--- src/rtl/regfile_wb_arbiter_pkg.sv ---
// Shared definitions for the register-file write-back path: widths, FSM states
// and the default destination for the upper half of multiply/divide results.
package regfile_pkg;

    localparam int REG_ADDR_W   = 4;
    localparam int DATA_W       = 16;
    localparam int NUM_REGS     = 16;
    localparam int STARVE_CNT_W = 3;

    typedef enum logic {
        WB_IDLE,
        WB_MD_HI
    } wb_state_e;

    localparam logic [REG_ADDR_W-1:0] DEFAULT_HI_REG = 4'd0;

endpackage

--- src/rtl/regfile_wb_arbiter_if.sv ---
// Write-back bus between the execute/memory requesters and the arbiter,
// including the register-file write port the arbiter drives.
interface regfile_wb_arbiter_if;
    import regfile_pkg::*;

    logic                  mem_valid;
    logic                  mem_ready;
    logic [REG_ADDR_W-1:0] mem_reg;
    logic [DATA_W-1:0]     mem_data;

    logic                  alu_valid;
    logic                  alu_ready;
    logic [REG_ADDR_W-1:0] alu_reg;
    logic [DATA_W-1:0]     alu_data;

    logic                  md_valid;
    logic                  md_ready;
    logic [REG_ADDR_W-1:0] md_reg;
    logic [DATA_W-1:0]     md_lo;
    logic [DATA_W-1:0]     md_hi;

    logic                  wr_en;
    logic [REG_ADDR_W-1:0] wr_reg;
    logic [DATA_W-1:0]     wr_data;
    logic                  busy;

    modport master (
        output mem_valid, mem_reg, mem_data,
        output alu_valid, alu_reg, alu_data,
        output md_valid, md_reg, md_lo, md_hi,
        input  mem_ready, alu_ready, md_ready,
        input  wr_en, wr_reg, wr_data, busy
    );

    modport slave (
        input  mem_valid, mem_reg, mem_data,
        input  alu_valid, alu_reg, alu_data,
        input  md_valid, md_reg, md_lo, md_hi,
        output mem_ready, alu_ready, md_ready,
        output wr_en, wr_reg, wr_data, busy
    );

endinterface

--- src/rtl/regfile_wb_arbiter_starve_counter.sv ---
// Saturating counter of consecutive cycles the ALU request has been blocked;
// hit tells the arbiter to hand the write port to the ALU.
module wb_starve_counter
    import regfile_pkg::*;
#(
    parameter int LIMIT = 4
) (
    input  logic clk,
    input  logic rst,
    input  logic inc,
    input  logic clr,
    output logic hit
);

    localparam logic [STARVE_CNT_W-1:0] LIM = STARVE_CNT_W'(LIMIT);

    logic [STARVE_CNT_W-1:0] cnt;

    assign hit = (cnt == LIM);

    // Neither inc nor clr means hold, which is what the MD_HI cycle relies on.
    always_ff @(posedge clk or negedge rst) begin
        if (!rst) begin
            cnt <= '0;
        end else if (clr) begin
            cnt <= '0;
        end else if (inc && !hit) begin
            cnt <= cnt + 1'b1;
        end
    end

endmodule

--- src/rtl/regfile_wb_arbiter.sv ---
// Arbitrates the single register-file write port between load, multiply/divide
// and ALU results; multiply/divide results take two sequenced writes.
module regfile_wb_arbiter
    import regfile_pkg::*;
#(
    parameter int                    STARVE_LIMIT = 4,
    parameter logic [REG_ADDR_W-1:0] HI_REG       = DEFAULT_HI_REG
) (
    input  logic                 clk,
    input  logic                 rst,
    regfile_wb_arbiter_if.slave  wb
);

    wb_state_e             state;
    logic [DATA_W-1:0]     hi_buf;
    logic                  wr_en;
    logic [REG_ADDR_W-1:0] wr_reg;
    logic [DATA_W-1:0]     wr_data;

    logic idle;
    logic starve_hit;
    logic mem_ready;
    logic md_ready;
    logic alu_ready;
    logic mem_go;
    logic md_go;
    logic alu_go;

    // Priority mem > md > alu, except a starved ALU takes the port outright.
    assign idle      = (state == WB_IDLE);
    assign mem_ready = idle & ~starve_hit;
    assign md_ready  = idle & ~starve_hit & ~wb.mem_valid;
    assign alu_ready = idle & (starve_hit | (~wb.mem_valid & ~wb.md_valid));

    assign mem_go = wb.mem_valid & mem_ready;
    assign md_go  = wb.md_valid  & md_ready;
    assign alu_go = wb.alu_valid & alu_ready;

    assign wb.mem_ready = mem_ready;
    assign wb.md_ready  = md_ready;
    assign wb.alu_ready = alu_ready;
    assign wb.wr_en     = wr_en;
    assign wb.wr_reg    = wr_reg;
    assign wb.wr_data   = wr_data;
    assign wb.busy      = (state == WB_MD_HI);

    wb_starve_counter #(
        .LIMIT (STARVE_LIMIT)
    ) u_starve (
        .clk (clk),
        .rst (rst),
        .inc (idle & wb.alu_valid & ~alu_ready),
        .clr (idle & (~wb.alu_valid | alu_go)),
        .hit (starve_hit)
    );

    always_ff @(posedge clk or negedge rst) begin
        if (!rst) begin
            state   <= WB_IDLE;
            hi_buf  <= '0;
            wr_en   <= 1'b0;
            wr_reg  <= '0;
            wr_data <= '0;
        end else begin
            case (state)
                WB_IDLE: begin
                    if (mem_go) begin
                        wr_en   <= 1'b1;
                        wr_reg  <= wb.mem_reg;
                        wr_data <= wb.mem_data;
                    end else if (md_go) begin
                        wr_en   <= 1'b1;
                        wr_reg  <= wb.md_reg;
                        wr_data <= wb.md_lo;
                        hi_buf  <= wb.md_hi;
                        state   <= WB_MD_HI;
                    end else if (alu_go) begin
                        wr_en   <= 1'b1;
                        wr_reg  <= wb.alu_reg;
                        wr_data <= wb.alu_data;
                    end else begin
                        wr_en   <= 1'b0;
                    end
                end
                WB_MD_HI: begin
                    wr_en   <= 1'b1;
                    wr_reg  <= HI_REG;
                    wr_data <= hi_buf;
                    state   <= WB_IDLE;
                end
                default: begin
                    wr_en <= 1'b0;
                    state <= WB_IDLE;
                end
            endcase
        end
    end

endmodule

--- src/flat_wrapper.sv ---
// flat-port wrapper written by rule: the top's interface ports become plain ports
module regfile_wb_arbiter_flat import regfile_pkg::*;
#(
    parameter int                    STARVE_LIMIT = 4,
    parameter logic [REG_ADDR_W-1:0] HI_REG       = DEFAULT_HI_REG
)
  (clk, rst, wb_mem_valid, wb_mem_reg, wb_mem_data, wb_alu_valid, wb_alu_reg, wb_alu_data, wb_md_valid, wb_md_reg, wb_md_lo, wb_md_hi, wb_mem_ready, wb_alu_ready, wb_md_ready, wb_wr_en, wb_wr_reg, wb_wr_data, wb_busy);
  regfile_wb_arbiter_if wb_i ();
  input  logic clk;
  input  logic rst;
  input wire logic [$bits(wb_i.mem_valid)-1:0] wb_mem_valid;
  input wire logic [$bits(wb_i.mem_reg)-1:0] wb_mem_reg;
  input wire logic [$bits(wb_i.mem_data)-1:0] wb_mem_data;
  input wire logic [$bits(wb_i.alu_valid)-1:0] wb_alu_valid;
  input wire logic [$bits(wb_i.alu_reg)-1:0] wb_alu_reg;
  input wire logic [$bits(wb_i.alu_data)-1:0] wb_alu_data;
  input wire logic [$bits(wb_i.md_valid)-1:0] wb_md_valid;
  input wire logic [$bits(wb_i.md_reg)-1:0] wb_md_reg;
  input wire logic [$bits(wb_i.md_lo)-1:0] wb_md_lo;
  input wire logic [$bits(wb_i.md_hi)-1:0] wb_md_hi;
  output wire logic [$bits(wb_i.mem_ready)-1:0] wb_mem_ready;
  output wire logic [$bits(wb_i.alu_ready)-1:0] wb_alu_ready;
  output wire logic [$bits(wb_i.md_ready)-1:0] wb_md_ready;
  output wire logic [$bits(wb_i.wr_en)-1:0] wb_wr_en;
  output wire logic [$bits(wb_i.wr_reg)-1:0] wb_wr_reg;
  output wire logic [$bits(wb_i.wr_data)-1:0] wb_wr_data;
  output wire logic [$bits(wb_i.busy)-1:0] wb_busy;
  assign wb_i.mem_valid = wb_mem_valid;
  assign wb_i.mem_reg = wb_mem_reg;
  assign wb_i.mem_data = wb_mem_data;
  assign wb_i.alu_valid = wb_alu_valid;
  assign wb_i.alu_reg = wb_alu_reg;
  assign wb_i.alu_data = wb_alu_data;
  assign wb_i.md_valid = wb_md_valid;
  assign wb_i.md_reg = wb_md_reg;
  assign wb_i.md_lo = wb_md_lo;
  assign wb_i.md_hi = wb_md_hi;
  assign wb_mem_ready = wb_i.mem_ready;
  assign wb_alu_ready = wb_i.alu_ready;
  assign wb_md_ready = wb_i.md_ready;
  assign wb_wr_en = wb_i.wr_en;
  assign wb_wr_reg = wb_i.wr_reg;
  assign wb_wr_data = wb_i.wr_data;
  assign wb_busy = wb_i.busy;
  regfile_wb_arbiter #(.STARVE_LIMIT(STARVE_LIMIT), .HI_REG(HI_REG)) u_core (.clk(clk), .rst(rst), .wb(wb_i));
endmodule
--- config.mk ---
export PLATFORM = sky130hd
export DESIGN_NAME = regfile_wb_arbiter_flat
export DESIGN_NICKNAME = d
export VERILOG_FILES = /design/src/rtl/regfile_wb_arbiter_pkg.sv /design/src/rtl/regfile_wb_arbiter_if.sv /design/src/rtl/regfile_wb_arbiter_starve_counter.sv /design/src/rtl/regfile_wb_arbiter.sv /design/src/flat_wrapper.sv
export SDC_FILE = /design/constraint.sdc
export NUM_CORES = 1
export LEC_CHECK = 0
export CORE_MARGIN = 4
export CORE_UTILIZATION = 30
export DETAILED_ROUTE_END_ITERATION = 8
export HOLD_SLACK_MARGIN = 0.05
export SLEW_MARGIN = 0
export SYNTH_ARGS = -nofsm -noshare
export SYNTH_HDL_FRONTEND = slang
export SYNTH_SLANG_ARGS = --single-unit
export TNS_END_PERCENT = 1
--- constraint.sdc ---
create_clock -name clk -period 2.4 [get_ports clk]
set_input_delay 0.48 -clock clk [delete_from_list [all_inputs] [get_ports clk]]
set_output_delay 0.48 -clock clk [all_outputs]
set_load 0.05 [all_outputs]
==> results of run 1 <==
power by group:
| part | switching, mW | leakage [nW] | internal (mW) |
|---|---|---|---|
| Sequential | 0.0624 | 0.484 | 0.800 |
| Clock | 0.232 | 0.0585 | 0.339 |
| Combinational | 0.425 | 0.965 | 0.361 |
cell families (layout without fill, tap and decap cells):
kind of cell,Yosys count,in the layout,synth area share [%]
AO/OA/AOI/OAI,84,84,25.0
adder cells (fa/ha/maj),2,2,1.05
buffers and inverters,32,134,6.70
flip-flops,41,41,43.2
multiplexers,16,16,7.59
AND/OR/NAND/NOR,86,86,16.4
cells in the final DEF (no fill, tap or decap), types with 6 or more instances in the layout:
master	Yosys	layout
a2111o_1	14	14
a21oi_1	23	23
a21oi_2	6	6
buf_4	2	8
clkbuf_8	0	6
clkdlybuf4s50_1	0	100
dfrtp_1	41	41
inv_1	11	11
mux2_2	16	16
nand2_1	10	10
nand2b_1	14	14
nor2_1	42	42
nor3_1	16	15
o22ai_1	20	20
o31ai_1	7	7
area by class of cell:
type                            count  area (um2)
Fill cell                         741        4050
Multi-Input combinational cell    188        1190
Timing Repair Buffer              114        1170
Sequential cell                    41        1030
Tap cell                          102         128
Clock buffer                        7        86.3
Inverter                           12        45.0
Clock inverter                      1        30.0
final timing paths:
kind | slack [ns] | startpoint | end | cells after the start
worst max-delay path | 0.16 | u_core.u_starve.cnt[0] | wb_mem_ready | 5
worst min-delay path | 0.14 | rst | u_core.wb.wr_reg[2] | 2
worst max register to register | 0.44 | u_core.u_starve.cnt[0] | u_core.hi_buf[15] | 6
worst min register to register | 0.50 | u_core.wb.wr_reg[1] | u_core.wb.wr_reg[1] | 2
max in group asynchronous | 2.05 | rst | u_core.wb.wr_data[10] | 2
min in group clk | 0.50 | u_core.wb.wr_reg[1] | u_core.wb.wr_reg[1] | 2
layer usage:
metal | vias up | global-route usage, % | routed length [um]
li1 | 1143 | - | -
met1 | 1105 | 19.9 | 3310
met2 | 85 | 24.7 | 3390
met3 | 11 | 4.25 | 440
met4 | 0 | 5.29 | 131
met5 | - | 0 | 0
worst max-delay path, cell delays in order, from the launching register on:
cell     delay, ns
dfrtp_1       0.39
inv_1         0.06
ha_1          0.25
a21o_1        0.26
inv_1         0.34
buf_12        0.19
==> flow_summary.ini, run 1 <==
[synthesis]
netlist.area_leader.share_pct = 43.2
ys.flop_type = dfrtp_1
synth-seq-cells = 41
synth.net_count = 344
synth_cells = 261
yosysMostFrequentCell = nor2_1
yosysTopAreaCell = dfrtp_1
synth-async-reset-ratio_pct = 100
synth_edf_count = 0
synth-seq-area-share_pct = 43.2
ys_types = 30
synth_common_cells = nor2_1, dfrtp_1, a21oi_1, o22ai_1
syn_area_um2 = 2370
synth_warnings = 0
ys_top_cells_by_area = dfrtp_1, mux2_2, a2111o_1
avgSynthCellArea_um2 = 9.09

[timing]
max-slew-margin-rel_pct = 63.3
final_hold_viol_count = 0
timing.final.ws_setup_ns = 0.155
setup_tns_ns = 0
holdWs_ns = 0.145
fin_worst_skew_ns = 0.00658
fin_crit_sh_pct = 93.5
rsz0062_at_grt = false
fin_crit_ns = 2.24
worst_slew_pin_slew_ns = 0.549
finalSetupViolCount = 0
report.final.slew_viol_count = 0
fmax_mhz = 445

[clock_tree]
clk_latency_ns = 0.29
hold_buffers = 0
numCtsBuffers = 5
cts.sinks = 41
clk_path_buf_depth = 2
cts_setup_buffers = 0
cts-root-buf = clkbuf_8
cts_tree = done
htreeDepth = 2
post_cts_resized = 0
path_clk_slew_ns = 0.07

[global_routing]
antenna_found_initial = 0
grtUsageTotal_pct = 15.4
overflow = 0
grt_pass1_vias = 2405
grt_pass1_wl_um = 11800
grt_max_degree = 42

[floorplan]
ioPinCount = 106
start_util_pct = 30.7
core_area_um2 = 7730
rows = 32
die_area_um2 = 9390
die_w_um = 96.9
fp.dieH_um = 96.9

[drt]
wire_per_inst_um = 15.6
drc_errors = 0
firstDrtPassIters = 5
vias = 2344
vias_per_cell = 5.04
wl_um = 7270
ant_nets = 0
drt-initial-drc-count = 79

[place]
place_hpwl_um = 5270
placed_cells = 457
io_buffers = 105
pre_cts_slack_ns = 0.205
gp_congestion = 0.808
placed_area_um2 = 3560

[final_layout]
area_growth_pct = 54.9
fin_cells = 465
drive_gt1_share_pct = 12.9
antennaDiodeCount = 0
nNetsFinal = 445
fin_util_pct = 47.5
stdcell_area_um2 = 3670

[critical_path]
critPathMaxFanout = 12
crit_required_ns = 1.92
cp.arrival_ns = 1.76
setup.worst_path.start_class = register
critical_path_class = register to output port
cp-end-kind = output port

[worst_hold_path]
hold_path.class = input pin to asynchronous set/reset pin

[power_and_ir_drop]
power_density_nw_per_um2 = 604
vdd_drop_max_uv = 266
power_leakage_nw = 1.51
p_total_mw = 2.22

[run]
drv_cap = 0

[status]
status = complete, no violations
Power figures use the tool's default switching activity.
==> inputs of run 2 (changes only) <==
REMOVE_ABC_BUFFERS = 1   (was default)
SLEW_MARGIN = 25   (was 0)
clock period = 1.9 ns   (was 2.4 ns; I/O delays follow)
==> flow_summary.ini, run 2 (same netlist as run 1, synthesis figures left out) <==
[final_layout]
antennaDiodeCount = 0
final_common_cell = clkdlybuf4s50_1
multiInputGateArea_um2 = 1210
drive_gt1_share_pct = 20.6
fill_cells = 715
area_growth_pct = 60.9
regArea_um2 = 1030
nNetsFinal = 462
mostFrequentLayoutCells = clkdlybuf4s50_1, nor2_1, dfrtp_1

[global_routing]
grt_pass1_vias = 2418
grtUsageTotal_pct = 16.0
antenna_found_initial = 0
grt_max_degree = 40
overflow = 0
grt_pass1_wl_um = 12400

[floorplan]
start_util_pct = 30.7
rows = 32
die_w_um = 96.9
core_area_um2 = 7730
ioPinCount = 106
fp.dieH_um = 96.9
die_area_um2 = 9390

[critical_path]
crit_path_top_delay_cell = clkdlybuf4s50_1
path_buf_inv = 1
crit_family = buffers and inverters
critPathMaxFanout = 2
critical_path_class = register to output port
crit_chain = clkdlybuf4s50_1
critPathMaxStageDelay_ns = 0.82
cp.arrival_ns = 1.47
setup.worst_path.start_class = register
cp-end-kind = output port
crit_required_ns = 1.52

[drt]
wl_um = 7550
vias = 2402
ant_nets = 0
vias_per_cell = 4.99
drt-initial-drc-count = 108
firstDrtPassIters = 4
drc_errors = 0
wire_per_inst_um = 15.7

[place]
gp_congestion = 0.774
place_hpwl_um = 5620
io_buffers = 105

[clock_tree]
clk_path_buf_depth = 2
clk_latency_ns = 0.29
cts_tree = done
numCtsBuffers = 5
cts-root-buf = clkbuf_8
htreeDepth = 2
hold_buffers = 0
cts.sinks = 41
path_clk_slew_ns = 0.08

[run]
drv_cap = 0

[power_and_ir_drop]
clkPwrFrac_pct = 24.2
power_density_nw_per_um2 = 735
internal-power_mw = 1.88
comb_power_share_pct = 37.0
vdd_drop_max_uv = 270
p_switching_uw = 927
power_leakage_nw = 1.62
p_total_mw = 2.81
netSwitchingFraction_pct = 33.0
p_seq_share_pct = 38.8

[timing]
final_hold_viol_count = 0
fin_crit_ns = 1.85
max-slew-margin-rel_pct = 65.8
finalSetupViolCount = 0
worst_slew_pin_slew_ns = 0.511
fmax_mhz = 539
holdWs_ns = 0.0581
rsz0062_at_grt = false
fin_worst_skew_ns = 0.00430
report.final.slew_viol_count = 0
fin_crit_sh_pct = 97.6

[status]
status = complete, no violations

[worst_hold_path]
hold_path.class = input pin to asynchronous set/reset pin
run 2: layout make-up:
class                           count  area share, %
Clock buffer                        5           1.80
Clock inverter                      2          0.918
Inverter                           12           1.18
Multi-Input combinational cell    188           31.6
Sequential cell                    41           26.9
Tap cell                          102           3.34
Timing Repair Buffer              131           34.3
run 2: final timing paths:
check | from | end | slack [ns] | cells past startpoint
max in group asynchronous | rst | u_core.wb.wr_data[4] | 1.35 | 2
min in group clk | u_core.wb.wr_reg[2] | u_core.wb.wr_reg[2] | 0.50 | 2
setup / recovery | u_core.wb.wr_data[2] | wb_wr_data[2] | 0.05 | 1
hold reg to reg | u_core.wb.wr_reg[2] | u_core.wb.wr_reg[2] | 0.50 | 2
setup reg to reg | u_core.u_starve.cnt[1] | u_core.wb.wr_data[11] | 0.14 | 7
hold / removal | rst | u_core.hi_buf[15] | 0.06 | 1
run 2: per-stage QoR:
stage / TNS (ns) / util (%) / std cells / cell area [um2] / worst slack (ns)
final: 0 / 49.4 / 481 / 3820 / 0.0459
after global routing: 0 / 49.4 / 481 / 3820 / 0.00171
after floorplan: -29.43 / - / 241 / 2260 / -1.09
after global placement: -0.329 / 47.3 / 470 / 3650 / -0.0340
after detailed placement: -0.842 / 47.3 / 470 / 3650 / -0.0891
after CTS: 0 / 49.1 / 479 / 3800 / 0.0271
run 2: per-layer routing:
metal,share of wire [%],vias up,global-route usage [%]
met5,0,-,0
met3,5.5,5,3.68
met2,50,70,27.4
li1,-,1175,-
met1,44,1152,20.9
met4,0.58,0,2.70
run 2: repair_timing:
action | CTS | global route
endpoints found under the setup margin | 9 | 13
gates cloned | 0 | 0
pin swaps | 2 | 2
setup buffers | 2 | 2
resized for setup | 5 | 4
run 2: power by group through the flow:
stage	Sequential [mW]	Clock [mW]	Combinational, mW
after floorplan	1.34	0	0.294
after global placement	1.10	0	1.01
after detailed placement	1.11	0	1.02
after CTS	1.09	0.699	1.04
after global routing	1.11	0.732	1.11
final	1.09	0.679	1.04
==> inputs of run 3 (changes only) <==
CORE_UTILIZATION = 38   (was 30)
CTS_CLUSTER_SIZE = 14   (was default)
PLACE_DENSITY = 0.77   (was default)
==> flow_summary.ini, run 3 (same netlist as run 1, synthesis figures left out) <==
[critical_path]
crit_family = flip-flops
cp-end-kind = output port
cp.arrival_ns = 1.49
setup.worst_path.start_class = register
crit_required_ns = 1.52
critPathMaxStageDelay_ns = 0.38
critPathMaxFanout = 5
crit_chain = inv_2 > ha_4 > a21o_1 > nor2_2 > buf_4 > buf_12
crit_path_top_delay_cell = dfrtp_1
path_buf_inv = 3
critical_path_class = register to output port

[drt]
vias_per_cell = 5.39
drt-initial-drc-count = 80
drc_errors = 0
wire_per_inst_um = 15.8
vias = 2440
firstDrtPassIters = 4
ant_nets = 0
wl_um = 7180

[final_layout]
fill_cells = 497
antennaDiodeCount = 0
nNetsFinal = 460
final_common_cell = clkdlybuf4s50_1
drive_gt1_share_pct = 19.0
multiInputGateArea_um2 = 1210
mostFrequentLayoutCells = clkdlybuf4s50_1, nor2_1, dfrtp_1
area_growth_pct = 60.0
regArea_um2 = 1030

[power_and_ir_drop]
vdd_drop_max_uv = 392
power_leakage_nw = 1.61
internal-power_mw = 1.93
p_switching_uw = 929
netSwitchingFraction_pct = 32.5
power_density_nw_per_um2 = 752
clkPwrFrac_pct = 25.5
comb_power_share_pct = 36.3
p_seq_share_pct = 38.2

[clock_tree]
cts.sinks = 41
clk_path_buf_depth = 2
numCtsBuffers = 5
hold_buffers = 0
cts-root-buf = clkbuf_8
path_clk_slew_ns = 0.07
clk_latency_ns = 0.29
htreeDepth = 2
cts_tree = done

[timing]
final_hold_viol_count = 0
fin_crit_ns = 1.87
report.final.slew_viol_count = 0
fin_crit_sh_pct = 98.6
worst_slew_pin_slew_ns = 0.637
holdWs_ns = 0.107
max-slew-margin-rel_pct = 57.5
setup_tns_ns = 0
rsz0062_at_grt = true
fin_worst_skew_ns = 0.00973
fmax_mhz = 534
finalSetupViolCount = 0

[floorplan]
start_util_pct = 39.6
rows = 28
die_w_um = 87.0
fp.dieH_um = 87.0
die_area_um2 = 7570
core_area_um2 = 5990
ioPinCount = 106

[global_routing]
grtUsageTotal_pct = 19.0
grt_max_degree = 30
grt_pass1_wl_um = 11400
antenna_found_initial = 0
overflow = 0
grt_pass1_vias = 2415

[place]
place_hpwl_um = 5430
io_buffers = 105
gp_congestion = 0.809

[run]
drv_cap = 0

[status]
status = complete, no violations

[worst_hold_path]
hold_path.class = input pin to asynchronous set/reset pin
[run 3: metrics by stage]
stage          util (%)  instance area (um2)  cells  setup WS, ns  power [mW]
2_1_floorplan         -                 2260    241         -1.09        1.64
3_3_place_gp       60.4                 3620    441       -0.0145        2.10
3_5_place_dp       60.4                 3620    441        -0.100        2.12
4_1_cts            62.8                 3760    451       0.00204        2.86
5_1_grt            63.4                 3800    453       -0.0601        2.99
6_report           63.4                 3800    453        0.0258        2.85
[run 3: path summary, 6_finish.rpt]
| kind | slack, ns | cells past startpoint | start | to |
|---|---|---|---|---|
| max | 0.03 | 6 | u_core.u_starve.cnt[1] | wb_md_ready |
| min | 0.11 | 1 | rst | u_core.wb.wr_reg[0] |
| max reg2reg | 0.15 | 7 | u_core.u_starve.cnt[1] | u_core.wb.wr_data[11] |
| min reg2reg | 0.49 | 2 | u_core.wb.wr_reg[0] | u_core.wb.wr_reg[0] |
| max in group asynchronous | 1.23 | 2 | rst | u_core.hi_buf[11] |
| min in group clk | 0.49 | 2 | u_core.wb.wr_reg[0] | u_core.wb.wr_reg[0] |
[run 3: layout make-up]
cell class,count,area share [%]
Clock buffer,6,2.18
Clock inverter,2,0.989
Inverter,12,1.19
Multi-Input combinational cell,188,31.8
Sequential cell,41,27.0
Tap cell,75,2.47
Timing Repair Buffer,129,34.3
[run 3: worst reg2reg max path, cell delays in order (launching register included)]
cell and delay (ns):
dfrtp_1 0.40, inv_2 0.08, ha_4 0.15, and2_1 0.19
buf_6 0.20, o22ai_1 0.11, a2111o_1 0.44, a21oi_2 0.13
[run 3: power by group through the flow]
stage               registers, mW  logic [mW]  clock network, mW
CTS                          1.09        1.03              0.743
floorplan                    1.34       0.294                  0
detailed placement           1.11        1.01                  0
finish                       1.09        1.03              0.729
global placement             1.10       0.997                  0
global route                 1.11        1.10              0.784
[run 3: timing repair]
action | 4_1_cts | 5_1_grt
resized for setup | 3 | 6
setup endpoints to repair | 7 | 14
pin swaps | 1 | 1
setup buffers | 2 | 2
[run 3: metal layers]
metal,GRT usage (%),wire length [um],vias up
met1,23.2,2930,1184
met5,0,0,-
met3,6.43,548,7
met2,32.6,3640,77
met4,3.82,59,0
li1,-,-,1172
